## src/rtl/regfile_wb_arbiter_pkg.sv

```systemverilog
// ============================================================================
// regfile_wb_arbiter_pkg : shared defaults and issue-select encoding
// Rev 1.0
// ============================================================================
`default_nettype none

package regfile_wb_arbiter_pkg;

  localparam int DEF_DEPTH  = 4;
  localparam int DEF_DATA_W = 16;
  localparam int DEF_REG_W  = 4;

  typedef enum logic [1:0] {
    ISS_NONE = 2'd0,
    ISS_A    = 2'd1,
    ISS_B    = 2'd2
  } iss_sel_e;

endpackage

`default_nettype wire

```

## src/rtl/regfile_wb_arbiter_fill_queue.sv

```systemverilog
// ============================================================================
// wb_fill_queue : circular load-return FIFO with per-entry live bits, kill port
//                 and per-register pending vector
// Rev 1.0
// ============================================================================
`default_nettype none

module wb_fill_queue
  import regfile_wb_arbiter_pkg::*;
#(
  parameter int DEPTH  = DEF_DEPTH,
  parameter int DATA_W = DEF_DATA_W,
  parameter int REG_W  = DEF_REG_W
) (
  input  logic                         clk,
  input  logic                         rst,
  input  logic                         enq_i,
  input  logic                         enq_live_i,
  input  logic [REG_W-1:0]             enq_reg_i,
  input  logic [DATA_W-1:0]            enq_data_i,
  input  logic                         deq_i,
  input  logic                         kill_i,
  input  logic [REG_W-1:0]             kill_reg_i,
  output logic                         head_live_o,
  output logic [REG_W-1:0]             head_reg_o,
  output logic [DATA_W-1:0]            head_data_o,
  output logic [$clog2(DEPTH+1)-1:0]   count_o,
  output logic [(2**REG_W)-1:0]        pending_o
);

  localparam int PTR_W    = $clog2(DEPTH);
  localparam int CNT_W    = $clog2(DEPTH+1);
  localparam int NUM_REGS = 2**REG_W;

  logic [DEPTH-1:0]  live_q, live_d;
  logic [REG_W-1:0]  reg_q  [DEPTH];
  logic [DATA_W-1:0] data_q [DEPTH];
  logic [PTR_W-1:0]  head_q, tail_q;
  logic [CNT_W-1:0]  count_q;

  // Slots outside the occupied range are always dead, so pending needs no occupancy mask.
  always_comb begin
    live_d = live_q;
    if (kill_i) begin
      for (int i = 0; i < DEPTH; i++) begin
        if (reg_q[i] == kill_reg_i) live_d[i] = 1'b0;
      end
    end
    if (deq_i) live_d[head_q] = 1'b0;
    if (enq_i) live_d[tail_q] = enq_live_i;
  end

  always_ff @(posedge clk or negedge rst) begin
    if (!rst) begin
      live_q  <= '0;
      head_q  <= '0;
      tail_q  <= '0;
      count_q <= '0;
    end else begin
      live_q <= live_d;
      if (enq_i) tail_q <= tail_q + 1'b1;
      if (deq_i) head_q <= head_q + 1'b1;
      case ({enq_i, deq_i})
        2'b10:   count_q <= count_q + 1'b1;
        2'b01:   count_q <= count_q - 1'b1;
        default: count_q <= count_q;
      endcase
    end
  end

  always_ff @(posedge clk) begin
    if (enq_i) begin
      reg_q[tail_q]  <= enq_reg_i;
      data_q[tail_q] <= enq_data_i;
    end
  end

  always_comb begin
    pending_o = '0;
    for (int r = 1; r < NUM_REGS; r++) begin
      for (int i = 0; i < DEPTH; i++) begin
        if (live_q[i] && (reg_q[i] == REG_W'(r))) pending_o[r] = 1'b1;
      end
    end
  end

  assign head_live_o = live_q[head_q];
  assign head_reg_o  = reg_q[head_q];
  assign head_data_o = data_q[head_q];
  assign count_o     = count_q;

endmodule

`default_nettype wire

```

## src/rtl/regfile_wb_arbiter.sv

```systemverilog
// ============================================================================
// regfile_wb_arbiter : merges WB-stage writes (A, priority) and queued
//                      load returns (B) onto the single register-file write port
// Rev 1.0
// ============================================================================
`default_nettype none

module regfile_wb_arbiter
  import regfile_wb_arbiter_pkg::*;
#(
  parameter int DEPTH  = DEF_DEPTH,
  parameter int DATA_W = DEF_DATA_W,
  parameter int REG_W  = DEF_REG_W
) (
  input  logic                         clk,
  input  logic                         rst,
  input  logic                         a_we,
  input  logic [REG_W-1:0]             a_reg,
  input  logic [DATA_W-1:0]            a_data,
  input  logic                         b_valid,
  output logic                         b_ready,
  input  logic [REG_W-1:0]             b_reg,
  input  logic [DATA_W-1:0]            b_data,
  output logic                         WriteReg,
  output logic [REG_W-1:0]             DstReg,
  output logic [DATA_W-1:0]            DstData,
  output logic [(2**REG_W)-1:0]        pending,
  output logic [$clog2(DEPTH+1)-1:0]   q_count
);

  localparam int CNT_W = $clog2(DEPTH+1);

  logic              w_a_issue;
  logic              w_b_accept;
  logic              w_b_live;
  logic              w_deq;
  logic              w_head_live;
  logic [REG_W-1:0]  w_head_reg;
  logic [DATA_W-1:0] w_head_data;
  iss_sel_e          sel_d;

  logic              WriteReg_q;
  logic [REG_W-1:0]  DstReg_q, DstReg_d;
  logic [DATA_W-1:0] DstData_q, DstData_d;

  assign b_ready    = (q_count < CNT_W'(DEPTH));
  assign w_a_issue  = a_we && (a_reg != '0);
  assign w_b_accept = b_valid && b_ready;
  // A in the same cycle is younger, so a matching B arrives already superseded.
  assign w_b_live   = (b_reg != '0) && !(a_we && (a_reg == b_reg));
  assign w_deq      = !w_a_issue && (q_count != '0);

  wb_fill_queue #(
    .DEPTH  (DEPTH),
    .DATA_W (DATA_W),
    .REG_W  (REG_W)
  ) u_queue (
    .clk         (clk),
    .rst         (rst),
    .enq_i       (w_b_accept),
    .enq_live_i  (w_b_live),
    .enq_reg_i   (b_reg),
    .enq_data_i  (b_data),
    .deq_i       (w_deq),
    .kill_i      (a_we),
    .kill_reg_i  (a_reg),
    .head_live_o (w_head_live),
    .head_reg_o  (w_head_reg),
    .head_data_o (w_head_data),
    .count_o     (q_count),
    .pending_o   (pending)
  );

  always_comb begin
    sel_d     = ISS_NONE;
    DstReg_d  = DstReg_q;
    DstData_d = DstData_q;
    if (w_a_issue) begin
      sel_d     = ISS_A;
      DstReg_d  = a_reg;
      DstData_d = a_data;
    end else if (w_deq && w_head_live) begin
      sel_d     = ISS_B;
      DstReg_d  = w_head_reg;
      DstData_d = w_head_data;
    end
  end

  always_ff @(posedge clk or negedge rst) begin
    if (!rst) begin
      WriteReg_q <= 1'b0;
      DstReg_q   <= '0;
      DstData_q  <= '0;
    end else begin
      WriteReg_q <= (sel_d != ISS_NONE);
      DstReg_q   <= DstReg_d;
      DstData_q  <= DstData_d;
    end
  end

  assign WriteReg = WriteReg_q;
  assign DstReg   = DstReg_q;
  assign DstData  = DstData_q;

endmodule

`default_nettype wire
```

## config.mk

```make
export PLATFORM = sky130hd
export DESIGN_NAME = regfile_wb_arbiter
export DESIGN_NICKNAME = d
export VERILOG_FILES = /design/src/rtl/regfile_wb_arbiter_pkg.sv /design/src/rtl/regfile_wb_arbiter_fill_queue.sv /design/src/rtl/regfile_wb_arbiter.sv
export SDC_FILE = /design/constraint.sdc
export NUM_CORES = 1
export LEC_CHECK = 0
export ABC_AREA = 1
export CAP_MARGIN = 20
export CORE_AREA = 2 2 159 114
export DETAILED_ROUTE_END_ITERATION = 6
export DIE_AREA = 0 0 161 116
export PLACE_DENSITY = 0.55
export SLEW_MARGIN = 0
export SYNTH_ARGS = -nofsm -noshare
export SYNTH_HDL_FRONTEND = slang
export SYNTH_SLANG_ARGS = --single-unit
export TNS_END_PERCENT = 50
```

## constraint.sdc

```tcl
create_clock -name clk -period 3.77 [get_ports clk]
set_input_delay 0.754 -clock clk [delete_from_list [all_inputs] [get_ports clk]]
set_output_delay 0.754 -clock clk [all_outputs]
set_load 0.01 [all_outputs]
```

Word-level counts from Yosys, hierarchy flattened. Memory sizes are Yosys's and may differ from the RTL's. Cells that the tools add are included.

$lt $le $gt $ge: 5. Reduce and logical (&&, ||, !) cells: 76. Add/subtract/negate cells: 4. Bitwise gates (word level): 2. Muxes and demuxes: 83. Equal/unequal tests: 67.

Operators by type and width (count): 4-bit == test (second input constant) (32); 1-bit two-way mux (69); 1-bit logical AND (68); 4-bit by 3-bit == test with 1-bit output (second input constant) (16); 4-bit by 2-bit == test with 1-bit output (second input constant) (8); 16-bit two-way mux (2); 4-bit == test (5); 4-bit two-way mux (5); 4-bit by 1-bit == test with 1-bit output (second input constant) (4); 4-bit nonzero test (2); 2-bit by 3-bit less-than comparator with 1-bit output (second input constant) (2); 3-bit case mux with 2 select lines (1); 2-bit nonzero test (3); 2-bit by 1-bit adder with 2-bit output (second input constant) (2); 4-bit bitwise AND (1); 4-bit bitwise mux (1); 1-bit demux with 2-bit select (2); 2-bit by 1-bit greater-or-equal comparator with 1-bit output (second input constant) (2); 2-bit two-way mux (2); 4-bit NOT (1); 3-bit by 1-bit adder with 3-bit output (second input constant) (1); 3-bit less-than comparator (second input constant) (1); 3-bit nonzero test (1); 3-bit by 1-bit subtractor with 3-bit output (second input constant) (1); other kinds (4) (5).

Memories kept: 2. Flip-flop bits (word level): 32. Output and inout bits: 41. RAM bits: 80.

Memories: u_queue.data_q (words 4, width 16, rd ports 1, clocked after Yosys merged registers in 0, write ports 1, line regfile_wb_arbiter_fill_queue.sv:37) `logic [DATA_W-1:0] data_q [DEPTH];`; u_queue.reg_q (words 4, width 4, rd ports 5, clocked after Yosys merged registers in 0, write ports 1, line regfile_wb_arbiter_fill_queue.sv:36) `logic [REG_W-1:0] reg_q [DEPTH];`.

Longest topological paths before layout. Gate-level depths: netlist of run 1.

Depth after elaboration: 9. Mapped depth: 12. Mapped depth without buffers: 11.

Cells and area by module. A second synthesis of run 1 with hierarchy kept.

Cell total of the unflattened synthesis: 648. Area total of the unflattened synthesis: 5743.0 um2.

Modules (own cells, without submodules): wb_fill_queue (area an instance 4473.0 um2, cells an instance 464, instances 1, seq. area each 2677.6 um2); regfile_wb_arbiter (area an instance 1270.0 um2, cells an instance 184, instances 1, seq. area each 525.5 um2).

Worst setup path before layout of run 1. No wires, ideal clock.

Kind: input -> register. Start: in a_reg[1]. End: reg u_queue.count_q[2], in the netlist u_queue.count_o[2]. Path slack: 1361 ps. Arrival time: 2278 ps. Cell stages on the path: 12. Path buffers: 1. Cells stage by stage: buf_4 -> nor2_8 -> nand2_8 -> nand2_8 -> nand2_1 -> inv_2 -> ha_1 -> inv_1 -> fa_1 -> a21oi_1 -> o21ai_0 -> xor2_1.

Longest elaborated chain between the ends: 6. Elaborated cells between the ends (all ways): 8.

RTL lines: start: declaration (line regfile_wb_arbiter.sv:18) `input logic [REG_W-1:0] a_reg,`; 4-bit nonzero test * (line regfile_wb_arbiter.sv:47) `assign w_a_issue = a_we && (a_reg != '0);`; 1-bit logical AND * (line regfile_wb_arbiter.sv:47); 1-bit logical NOT * (line regfile_wb_arbiter.sv:51) `assign w_deq = !w_a_issue && (q_count != '0);`; 1-bit logical AND * (line regfile_wb_arbiter.sv:51); 2-bit by 1-bit == test with 1-bit output / 2-bit == test (equally long branches) (line regfile_wb_arbiter_fill_queue.sv:63) `case ({enq_i, deq_i})`; 3-bit case mux with 2 select lines / 2-bit nonzero test (equally long branches); end signal: assignment (line regfile_wb_arbiter_fill_queue.sv:64) `2'b10: count_q <= count_q + 1'b1;`; end signal: assignment (line regfile_wb_arbiter_fill_queue.sv:65) `2'b01: count_q <= count_q - 1'b1;`; end signal: assignment (line regfile_wb_arbiter_fill_queue.sv:66) `default: count_q <= count_q;`; end: declaration (line regfile_wb_arbiter_fill_queue.sv:39) `logic [CNT_W-1:0] count_q;`.

Mark *: on every way between the ends. The rest lies on a longest branch, timed or not. A chain may end at the register's enable or synchronous reset.

==> results of run 1 <==
==> per-layer routing <==
layer | wire length [um] | part of all wire | GRT usage
met1 | 9040 | 0.52 | 0.302
met2 | 6870 | 0.40 | 0.258
met3 | 1330 | 0.077 | 0.0465
met4 | 88 | 0.0051 | 0.0333
met5 | 0 | 0 | 0
==> worst max-delay path, delay by kind of cell, from the launching register on <==
family        cells  cell delay (ns)
buf+inv           2             0.71
simple gates      3             0.89
flops             1             0.52
==> state kept, by name (all words and copies together), names as in the netlist <==
| name | cells |
|---|---|
| DstReg | 4 |
| u_queue.live_q | 4 |
| u_queue.data_q | 64 |
| WriteReg | 1 |
| u_queue.count_o | 3 |
| u_queue.head_q | 2 |
| DstData | 16 |
| u_queue.reg_q | 16 |
| u_queue.tail_q | 2 |
==> power groups by stage <==
stage	clock network, W	logic, W	registers, W
2_1_floorplan	0	0.00120	0.00184
3_3_place_gp	0	0.00195	0.00184
3_5_place_dp	0	0.00198	0.00184
4_1_cts	0.00102	0.00198	0.00182
5_1_grt	0.00107	0.00219	0.00185
6_report	0.000991	0.00198	0.00182
==> final cells by class <==
type,instances,area [um^2],area share
Tap cell,231,289,0.0399
Timing Repair Buffer,95,921,0.127
Clock buffer,9,225,0.0311
Sequential cell,112,3200,0.442
Multi-Input combinational cell,478,2330,0.321
Inverter,48,183,0.0252
Clock inverter,7,96.3,0.0133
==> cell usage after synthesis <==
library cell,n,area (um^2)
a21oi_1,10,50.1
a31oi_1,6,37.5
buf_1,1,3.75
buf_12,1,20.0
buf_2,13,65.1
buf_4,8,60.1
buf_6,4,45.0
buf_8,1,15.0
clkbuf_1,4,15.0
conb_1,1,3.75
dfrtp_1,32,801
edfxtp_1,80,2400
fa_1,1,20.0
ha_1,9,113
inv_1,43,161
inv_2,4,15.0
inv_4,1,6.26
nand2_1,234,878
nand2_2,2,12.5
nand2_8,2,40.0
nand3_1,113,566
nand3_2,16,160
nand3b_1,3,22.5
nand4_1,4,25.0
nor2_1,47,176
nor2_8,2,40.0
nor3_1,7,35.0
o21ai_0,7,35.0
o21ai_1,1,5.00
o22a_1,2,17.5
o22ai_1,3,18.8
xnor2_1,3,26.3
xor2_1,5,43.8
==> metrics by stage <==
step | hold WS, ns | setup slack (ns) | util | cells
floorplan | 0.458 | 1.36 | - | 670
global placement | 0.484 | 0.628 | 0.407 | 964
detailed placement | 0.501 | 0.626 | 0.407 | 964
CTS | 0.520 | 0.593 | 0.426 | 980
global route | 0.556 | 0.475 | 0.426 | 980
finish | 0.517 | 0.543 | 0.426 | 980
==> final timing paths <==
| path | depth (start not counted) | endpoint |
|---|---|---|
| worst min-delay path | 2 | DstData[10]$_DFFE_PN0P_ |
| max in group asynchronous | 2 | u_queue.head_q[0]$_DFFE_PN0N_ |
| worst min register to register | 2 | DstData[10]$_DFFE_PN0P_ |
| worst max-delay path | 5 | pending[15] |
| min in group asynchronous | 2 | u_queue.live_q[2]$_DFF_PN0_ |
| worst max register to register | 8 | DstReg[0]$_DFFE_PN0P_ |
==> kinds of logic after synthesis <==
kind of cell | count (synthesis)
adder cells (fa/ha/maj) | 10
other | 1
buffers and inverters | 80
flip-flops | 112
AO/OA/AOI/OAI | 29
XOR/XNOR | 8
AND/OR/NAND/NOR | 430
==> results.json, run 1 <==
{
  "htree_levels": 3,
  "min_path_type": "flop to flop",
  "core_um2": 17000,
  "crit_path_max_incr_delay_ns": 0.60,
  "critPathKind": "flop to primary output",
  "synth_nets": 724,
  "clock_power_share": 0.207,
  "crit_chain": "inv_1 > nor3_1 > nand2_1 > nand4_1 > clkdlybuf4s50_1",
  "synthAdderAreaFrac": 0.0223,
  "rrSetupSlack_ns": 1.52,
  "fin_crit_ns": 3.23,
  "synth_seq_cells": 112,
  "p_switching_w": 0.00194,
  "ir_drop_uv": 291,
  "synth-simple-area-share": 0.329,
  "p_total_w": 0.00478,
  "drive_gt1_frac": 0.0734,
  "hold_viol": 0,
  "die-height_um": 116,
  "critPathCaptureType": "primary output",
  "start_util": 0.349,
  "leakagePower_nw": 3.09,
  "track_usage": 0.189,
  "grt_overflow_total": 0,
  "portBuffers": 83,
  "fin_tns_setup_ns": 0,
  "placementRows": 40,
  "cts_tree": "yes",
  "muxShareOfSynthArea": 0,
  "pwr-share-seq": 0.380,
  "internal-power_w": 0.00284,
  "crit_arrival_ns": 2.47,
  "hold_start": "DstData[10]$_DFFE_PN0P_",
  "r2r-start": "u_queue.head_q[0]$_DFFE_PN0N_",
  "synth_xor_area_frac": 0.0118,
  "antenna_left": 0,
  "netlist_instances": 670,
  "powerDensity_nw_per_um2": 660,
  "synth_compound_area_frac": 0.0276,
  "layout_common_cells": "nand2_1 (234), nand3_1 (113), clkdlybuf4s50_1 (83), edfxtp_1 (80), nor2_1 (47)",
  "worstPathMaxFanout": 4,
  "vias": 4881,
  "fillers": 1649,
  "cts_inserted_buffers": 9,
  "worst_slew_pin_slew_ns": 0.725,
  "path_clk_slew_ns": 0.08,
  "placement.cell_area_um2": 6920,
  "area_growth_pct": 22.0,
  "wl_um": 17300,
  "critPathLaunch": "u_queue.reg_q[2][1]$_DFFE_PP_",
  "fin_area_um2": 7240,
  "grt_pass1_vias": 4580,
  "setup_viol_count_final": 0,
  "fmax_ghz": 0.310,
  "ys_types": 33,
  "grt_first_pass_wirelength_um": 26500,
  "cts_resized": 0,
  "wl_per_cell_um": 17.7,
  "switching_share": 0.406,
  "drc": 0,
  "syn_area_um2": 5940,
  "post_cts_buffers": 0,
  "p_comb_frac": 0.413,
  "fp.dieArea_um2": 18700,
  "drt-vias-per-instance": 4.98,
  "cts.sinks": 112,
  "synth_top_family_by_area": "simple AND/OR/NAND/NOR gates",
  "fin_skew_ns": 0.00704,
  "rsz0062_at_grt": "no",
  "cts_hold_buf": 0,
  "dp_hpwl_um": 12300,
  "gp_congestion": 1.00,
  "run_status": "finished, final reports clean",
  "cts_root_buf": "clkbuf_16",
  "cap_violations": 0,
  "cp-start-kind": "flop",
  "maxSlewHeadroom": 0.513,
  "worstPathRequired_ns": 3.02,
  "die_x_um": 161,
  "antenna_cells": 0,
  "maxSlewViolCount": 0,
  "worstSkewPairLatency_ns": 0.35,
  "synth.avg_cell_area_um2": 8.86,
  "yosys_warnings": 0,
  "drt_iter0_drc": 561,
  "antenna_found_initial": 0,
  "cts_buffer_depth": 2,
  "seq_area_frac_synth": 0.540,
  "grt_max_degree": 46,
  "fin_crit_sh": 0.856,
  "ios": 85,
  "fin_nets": 798,
  "slowest_stage": "nor3_1",
  "dr.pass1.iters": 5,
  "layout_commonest_cell": "nand2_1"
}
(Power assumes the default switching activity.)
==> inputs of run 2 (changes only) <==
--- a/config.mk
+++ b/config.mk
@@ -7,9 +7,9 @@
 export LEC_CHECK = 0
 export ABC_AREA = 1
 export CAP_MARGIN = 20
-export CORE_AREA = 2 2 159 114
+export CORE_AREA = 3 3 160 115
 export DETAILED_ROUTE_END_ITERATION = 6
-export DIE_AREA = 0 0 161 116
+export DIE_AREA = 0 0 163 118
 export PLACE_DENSITY = 0.55
 export SLEW_MARGIN = 0
 export SYNTH_ARGS = -nofsm -noshare
==> run 2 against run 1 <==
Effect of this change:
- flip-flop and latch count did not move
- register-to-register slack better by 0.08 ns
- global-route usage fell by 0.56 points
- die area increased by 3.0%
- hold slack got worse by 0.0081 ns
- critical endpoint unchanged
- sequential power barely moved
- maximum frequency up 2.2%
- clock skew is 0.0019 ns higher
- worst setup slack improved by 0.068 ns
- final area down 0.10%
==> results.json, run 2 (synthesis gave the netlist of run 1 again) <==
{
  "run_status": "finished, final reports clean",
  "path_clk_slew_ns": 0.08,
  "layout_common_cells": "nand2_1 (234), nand3_1 (113), clkdlybuf4s50_1 (83), edfxtp_1 (80), nor2_1 (47)",
  "maxSlewHeadroom": 0.556,
  "worstSkewPairLatency_ns": 0.36,
  "leakagePower_nw": 3.09,
  "grt_pass1_vias": 4641,
  "drt_iter0_drc": 392,
  "drt-vias-per-instance": 5.01,
  "crit_chain": "inv_1 > nor3_1 > nand2_1 > nand4_1 > clkdlybuf4s50_1",
  "worstRegToRegCells": 8,
  "cts_inserted_buffers": 9,
  "p_switching_w": 0.00193,
  "htree_levels": 3,
  "dr.pass1.iters": 5,
  "area_growth_pct": 21.9,
  "setup_viol_count_final": 0,
  "cts_tree": "yes",
  "gp_congestion": 0.952,
  "wl_per_cell_um": 17.9,
  "grt_first_pass_wirelength_um": 27200,
  "internal-power_w": 0.00284,
  "grt_overflow_total": 0,
  "min_path_cells": 1,
  "track_usage": 0.184,
  "start_util": 0.349,
  "regMostFlops": "u_queue.data_q",
  "maxSlewViolCount": 0,
  "p_comb_frac": 0.413,
  "slowest_stage": "clkdlybuf4s50_1",
  "fin_skew_ns": 0.00892,
  "fin_crit_sh": 0.838,
  "rsz0062_at_grt": "no",
  "pwr-share-seq": 0.380,
  "cp.buffers_inverters": 2,
  "clock_power_share": 0.208,
  "cp_top_family": "simple AND/OR/NAND/NOR gates",
  "switching_share": 0.405,
  "worst_slew_pin_slew_ns": 0.660,
  "fin_tns_setup_ns": 0,
  "grt_max_degree": 46,
  "cap_violations": 0,
  "core_um2": 17000,
  "critPathCaptureType": "primary output",
  "p_total_w": 0.00477,
  "cts.sinks": 112,
  "worstPathMaxFanout": 4,
  "die_x_um": 163,
  "cts_root_buf": "clkbuf_16",
  "ios": 85,
  "powerDensity_nw_per_um2": 659,
  "worstPathRequired_ns": 3.02,
  "drive_gt1_frac": 0.0747,
  "cts_hold_buf": 0,
  "largest_register_ff_count": 64,
  "fin_nets": 799,
  "antenna_cells": 0,
  "fin_crit_ns": 3.16,
  "antenna_found_initial": 0,
  "fp.dieArea_um2": 19200,
  "drc": 0,
  "dp_slack_ns": 0.636,
  "fmax_ghz": 0.317,
  "portBuffers": 83,
  "placementRows": 40,
  "cts_resized": 0,
  "wl_um": 17500,
  "die-height_um": 118,
  "dp_hpwl_um": 12300,
  "layout_commonest_cell": "nand2_1",
  "crit_arrival_ns": 2.40,
  "setup_ws_ns": 0.611,
  "cts_buffer_depth": 2,
  "vias": 4916,
  "min_path_type": "flop to flop",
  "crit_path_max_incr_delay_ns": 0.56,
  "critPathKind": "flop to primary output",
  "antenna_left": 0,
  "cp-start-kind": "flop",
  "cp.depth": 5,
  "ir_drop_uv": 322,
  "post_cts_buffers": 0,
  "hold_viol": 0
}
-- run 2: changes by cell type in the layout (fill, tap and decap cells not counted), sizes merged --
cell | previous run | this run
inv | 52 | 54
buf | 12 | 13
clkinv | 3 | 1
-- run 2: worst paths after layout --
path | startpoint | endpoint | slack [ns]
worst max-delay path | u_queue.reg_q[1][3]$_DFFE_PP_ | pending[15] | 0.61
worst min-delay path | u_queue.count_o[0]$_DFFE_PN0P_ | u_queue.count_o[0]$_DFFE_PN0P_ | 0.51
worst max register to register | u_queue.head_q[0]$_DFFE_PN0N_ | DstData[7]$_DFFE_PN0P_ | 1.60
worst min register to register | u_queue.count_o[0]$_DFFE_PN0P_ | u_queue.count_o[0]$_DFFE_PN0P_ | 0.51
max in group asynchronous | rst | DstData[10]$_DFFE_PN0P_ | 2.66
min in group asynchronous | rst | u_queue.tail_q[1]$_DFFE_PN0P_ | 0.80
-- run 2: layout make-up --
| class | instances | area, um^2 |
|---|---|---|
| Inverter | 48 | 183 |
| Sequential cell | 112 | 3200 |
| Clock inverter | 7 | 81.3 |
| Fill cell | 1689 | 9780 |
| Timing Repair Buffer | 96 | 928 |
| Clock buffer | 9 | 225 |
| Multi-Input combinational cell | 478 | 2330 |
| Tap cell | 231 | 289 |
-- run 2: power by group through the flow --
| stage | Sequential (W) | Combinational, W | Clock (W) |
|---|---|---|---|
| after floorplan | 0.00184 | 0.00120 | 0 |
| after CTS | 0.00181 | 0.00197 | 0.00102 |
| after global routing | 0.00184 | 0.00220 | 0.00107 |
| after detailed placement | 0.00184 | 0.00196 | 0 |
| final | 0.00181 | 0.00197 | 0.000990 |
| after global placement | 0.00183 | 0.00194 | 0 |
-- run 2: routing by layer --
metal / vias to the layer above / part of all wire / global-route usage
li1: 2369 / - / -
met1: 2337 / 0.50 / 0.295
met2: 199 / 0.41 / 0.253
met3: 11 / 0.088 / 0.0383
met4: 0 / 0.0065 / 0.0338
met5: - / 0 / 0
-- run 2: metrics by stage --
step,instances,util,cell area [um^2],hold slack (ns)
floorplan,670,-,5940,0.458
global placement,965,0.407,6930,0.482
detailed placement,965,0.407,6930,0.501
CTS,981,0.425,7240,0.517
global route,981,0.425,7240,0.545
finish,981,0.425,7240,0.509
-- run 2: worst reg2reg max path: cells and delay by family, from the launching register on --
family	cells	cell delay, ns
DFF	1	0.40
and+or+nand+nor	7	1.23
buffers and inverters	1	0.44
==> inputs of run 3 (changes only) <==
--- a/config.mk
+++ b/config.mk
@@ -10,7 +10,7 @@
 export CORE_AREA = 3 3 160 115
 export DETAILED_ROUTE_END_ITERATION = 6
 export DIE_AREA = 0 0 163 118
-export PLACE_DENSITY = 0.55
+export PLACE_DENSITY = 0.57
 export SLEW_MARGIN = 0
 export SYNTH_ARGS = -nofsm -noshare
 export SYNTH_HDL_FRONTEND = slang
==> constraint.sdc (replaced) <==
create_clock -name clk -period 2.9 [get_ports clk]
set_input_delay 0.58 -clock clk [delete_from_list [all_inputs] [get_ports clk]]
set_output_delay 0.58 -clock clk [all_outputs]
set_load 0.01 [all_outputs]
==> run 3 against run 2 <==
Effect of this change:
- flip-flop and latch count unchanged
- sequential power grew 30%
- clock-buffer cell count is the same
- clock skew is 0.0026 ns higher
- routed wire length down 2.9%
- combinational power increased by 31%
- final cell count increased by 0.82%
- hold slack improved by 0.0038 ns
- sequential share of layout area shrank 0.57 points
- register-to-register slack lost 0.78 ns
==> results.json, run 3 (synthesis gave the netlist of run 1 again) <==
{
  "placement.cell_area_um2": 6990,
  "cp.depth": 5,
  "fin_crit_ns": 2.80,
  "cts.sinks": 112,
  "core_um2": 17000,
  "track_usage": 0.179,
  "min_path_type": "flop to flop",
  "met2_usage": 0.250,
  "slowest_stage": "clkdlybuf4s50_1",
  "fmax_ghz": 0.357,
  "antenna_cells": 0,
  "worstSkewPairLatency_ns": 0.35,
  "regMostFlops": "u_queue.data_q",
  "placementRows": 40,
  "r2r-start": "u_queue.count_o[0]$_DFFE_PN0P_",
  "fin_nets": 807,
  "final_cells": 989,
  "antenna_left": 0,
  "powerDensity_nw_per_um2": 856,
  "fp.dieArea_um2": 19200,
  "grt_max_degree": 46,
  "wl_um": 17000,
  "p_total_w": 0.00628,
  "grt_first_pass_wirelength_um": 26600,
  "worstPathMaxFanout": 4,
  "fin_tns_setup_ns": 0,
  "dp_hpwl_um": 12200,
  "fin_area_um2": 7330,
  "fin_crit_sh": 0.967,
  "cts_buffer_depth": 2,
  "layout_commonest_cell": "nand2_1",
  "busiest_layer": "met1",
  "cp.buffers_inverters": 2,
  "layout_common_cells": "nand2_1 (234), nand3_1 (113), clkdlybuf4s50_1 (83), edfxtp_1 (80), nor2_1 (47)",
  "die-height_um": 118,
  "cts_inserted_buffers": 9,
  "fin_skew_ns": 0.0116,
  "rrSetupSlack_ns": 0.82,
  "crit_arrival_ns": 2.22,
  "grt_pass1_vias": 4657,
  "cts_root_buf": "clkbuf_16",
  "cp_top_family": "buffers and inverters",
  "dpl.cell_count": 973,
  "cts_tree": "yes",
  "maxSlewHeadroom": 0.590,
  "r2r-end": "u_queue.count_o[2]$_DFFE_PN0P_",
  "path_clk_slew_ns": 0.08,
  "maxSlewViolCount": 0,
  "critPathCaptureType": "primary output",
  "vias": 4951,
  "cp-start-kind": "flop",
  "ir_drop_uv": 434,
  "leakagePower_nw": 3.14,
  "drt-vias-per-instance": 5.01,
  "drt_iter0_drc": 424,
  "setup_viol_count_final": 0,
  "crit_chain": "inv_1 > nor3_1 > nand2_1 > nand4_1 > clkdlybuf4s50_1",
  "hold_viol": 0,
  "run_status": "finished, final reports clean",
  "gp_congestion": 0.946,
  "critPathLaunch": "u_queue.reg_q[2][1]$_DFFE_PP_",
  "antenna_found_initial": 0,
  "grt_util_met3": 0.0369,
  "worst_slew_pin_slew_ns": 0.616,
  "use_met1": 0.283,
  "worstRegToRegCells": 10,
  "crit_path_max_incr_delay_ns": 0.57,
  "wl_per_cell_um": 17.2,
  "portBuffers": 83,
  "drive_gt1_frac": 0.0871,
  "ios": 85,
  "drc": 0,
  "die_x_um": 163,
  "cap_violations": 0,
  "worstPathRequired_ns": 2.32,
  "start_util": 0.349,
  "critPathKind": "flop to primary output",
  "largest_register_ff_count": 64,
  "htree_levels": 3,
  "endpoint": "pending[14]",
  "dr.pass1.iters": 5,
  "area_growth_pct": 23.5,
  "post_cts_buffers": 0,
  "grt_overflow_total": 0
}
run 3: changes by cell type in the layout (fill, tap and decap cells not counted), sizes merged:
cell      delta
inv          -3
clkinv       +1
buf          +8
clkinvlp     +1
bufinv       +1
run 3: repair_timing:
action / CTS / global route
hold buffers: 0 / 0
gates resized for setup: 0 / 2
endpoints found under the setup margin: 0 / 7
run 3: cell type report:
cell class / instances / area [um^2]
tap: 231 / 289
inverter: 48 / 183
timing repair buffer: 104 / 988
fill: 1659 / 9690
sequential: 112 / 3200
multi-input combinational: 478 / 2340
clock inverter: 7 / 106
clock buffer: 9 / 225
run 3: worst min path at each step:
stage | to | from | depth (start not counted)
after floorplan | DstData[0]$_DFFE_PN0P_ | rst | 0
after global placement | u_queue.count_o[0]$_DFFE_PN0P_ | u_queue.count_o[0]$_DFFE_PN0P_ | 1
after detailed placement | DstData[8]$_DFFE_PN0P_ | DstData[8]$_DFFE_PN0P_ | 2
after CTS | u_queue.count_o[0]$_DFFE_PN0P_ | u_queue.count_o[0]$_DFFE_PN0P_ | 1
after global routing | DstData[7]$_DFFE_PN0P_ | DstData[7]$_DFFE_PN0P_ | 2
final | u_queue.count_o[0]$_DFFE_PN0P_ | u_queue.count_o[0]$_DFFE_PN0P_ | 1
run 3: layer usage:
layer,share of wire,wire length (um)
met4,0.0090,153
met3,0.085,1450
met1,0.50,8450
met2,0.41,6960
met5,0,0
run 3: power breakdown:
group	total (W)	switching, W	internal, W
registers	0.00235	0.000245	0.00211
clock network	0.00134	0.000634	0.000706
logic	0.00259	0.00160	0.000984
total	0.00628	0.00248	0.00380
run 3: metrics by stage:
stage               hold slack, ns   util  worst slack, ns
detailed placement           0.503  0.411            0.142
CTS                          0.521  0.430           0.0193
global placement             0.483  0.411            0.127
finish                       0.512  0.431           0.0961
floorplan                    0.284      -            0.665
global route                 0.540  0.431         -0.00370
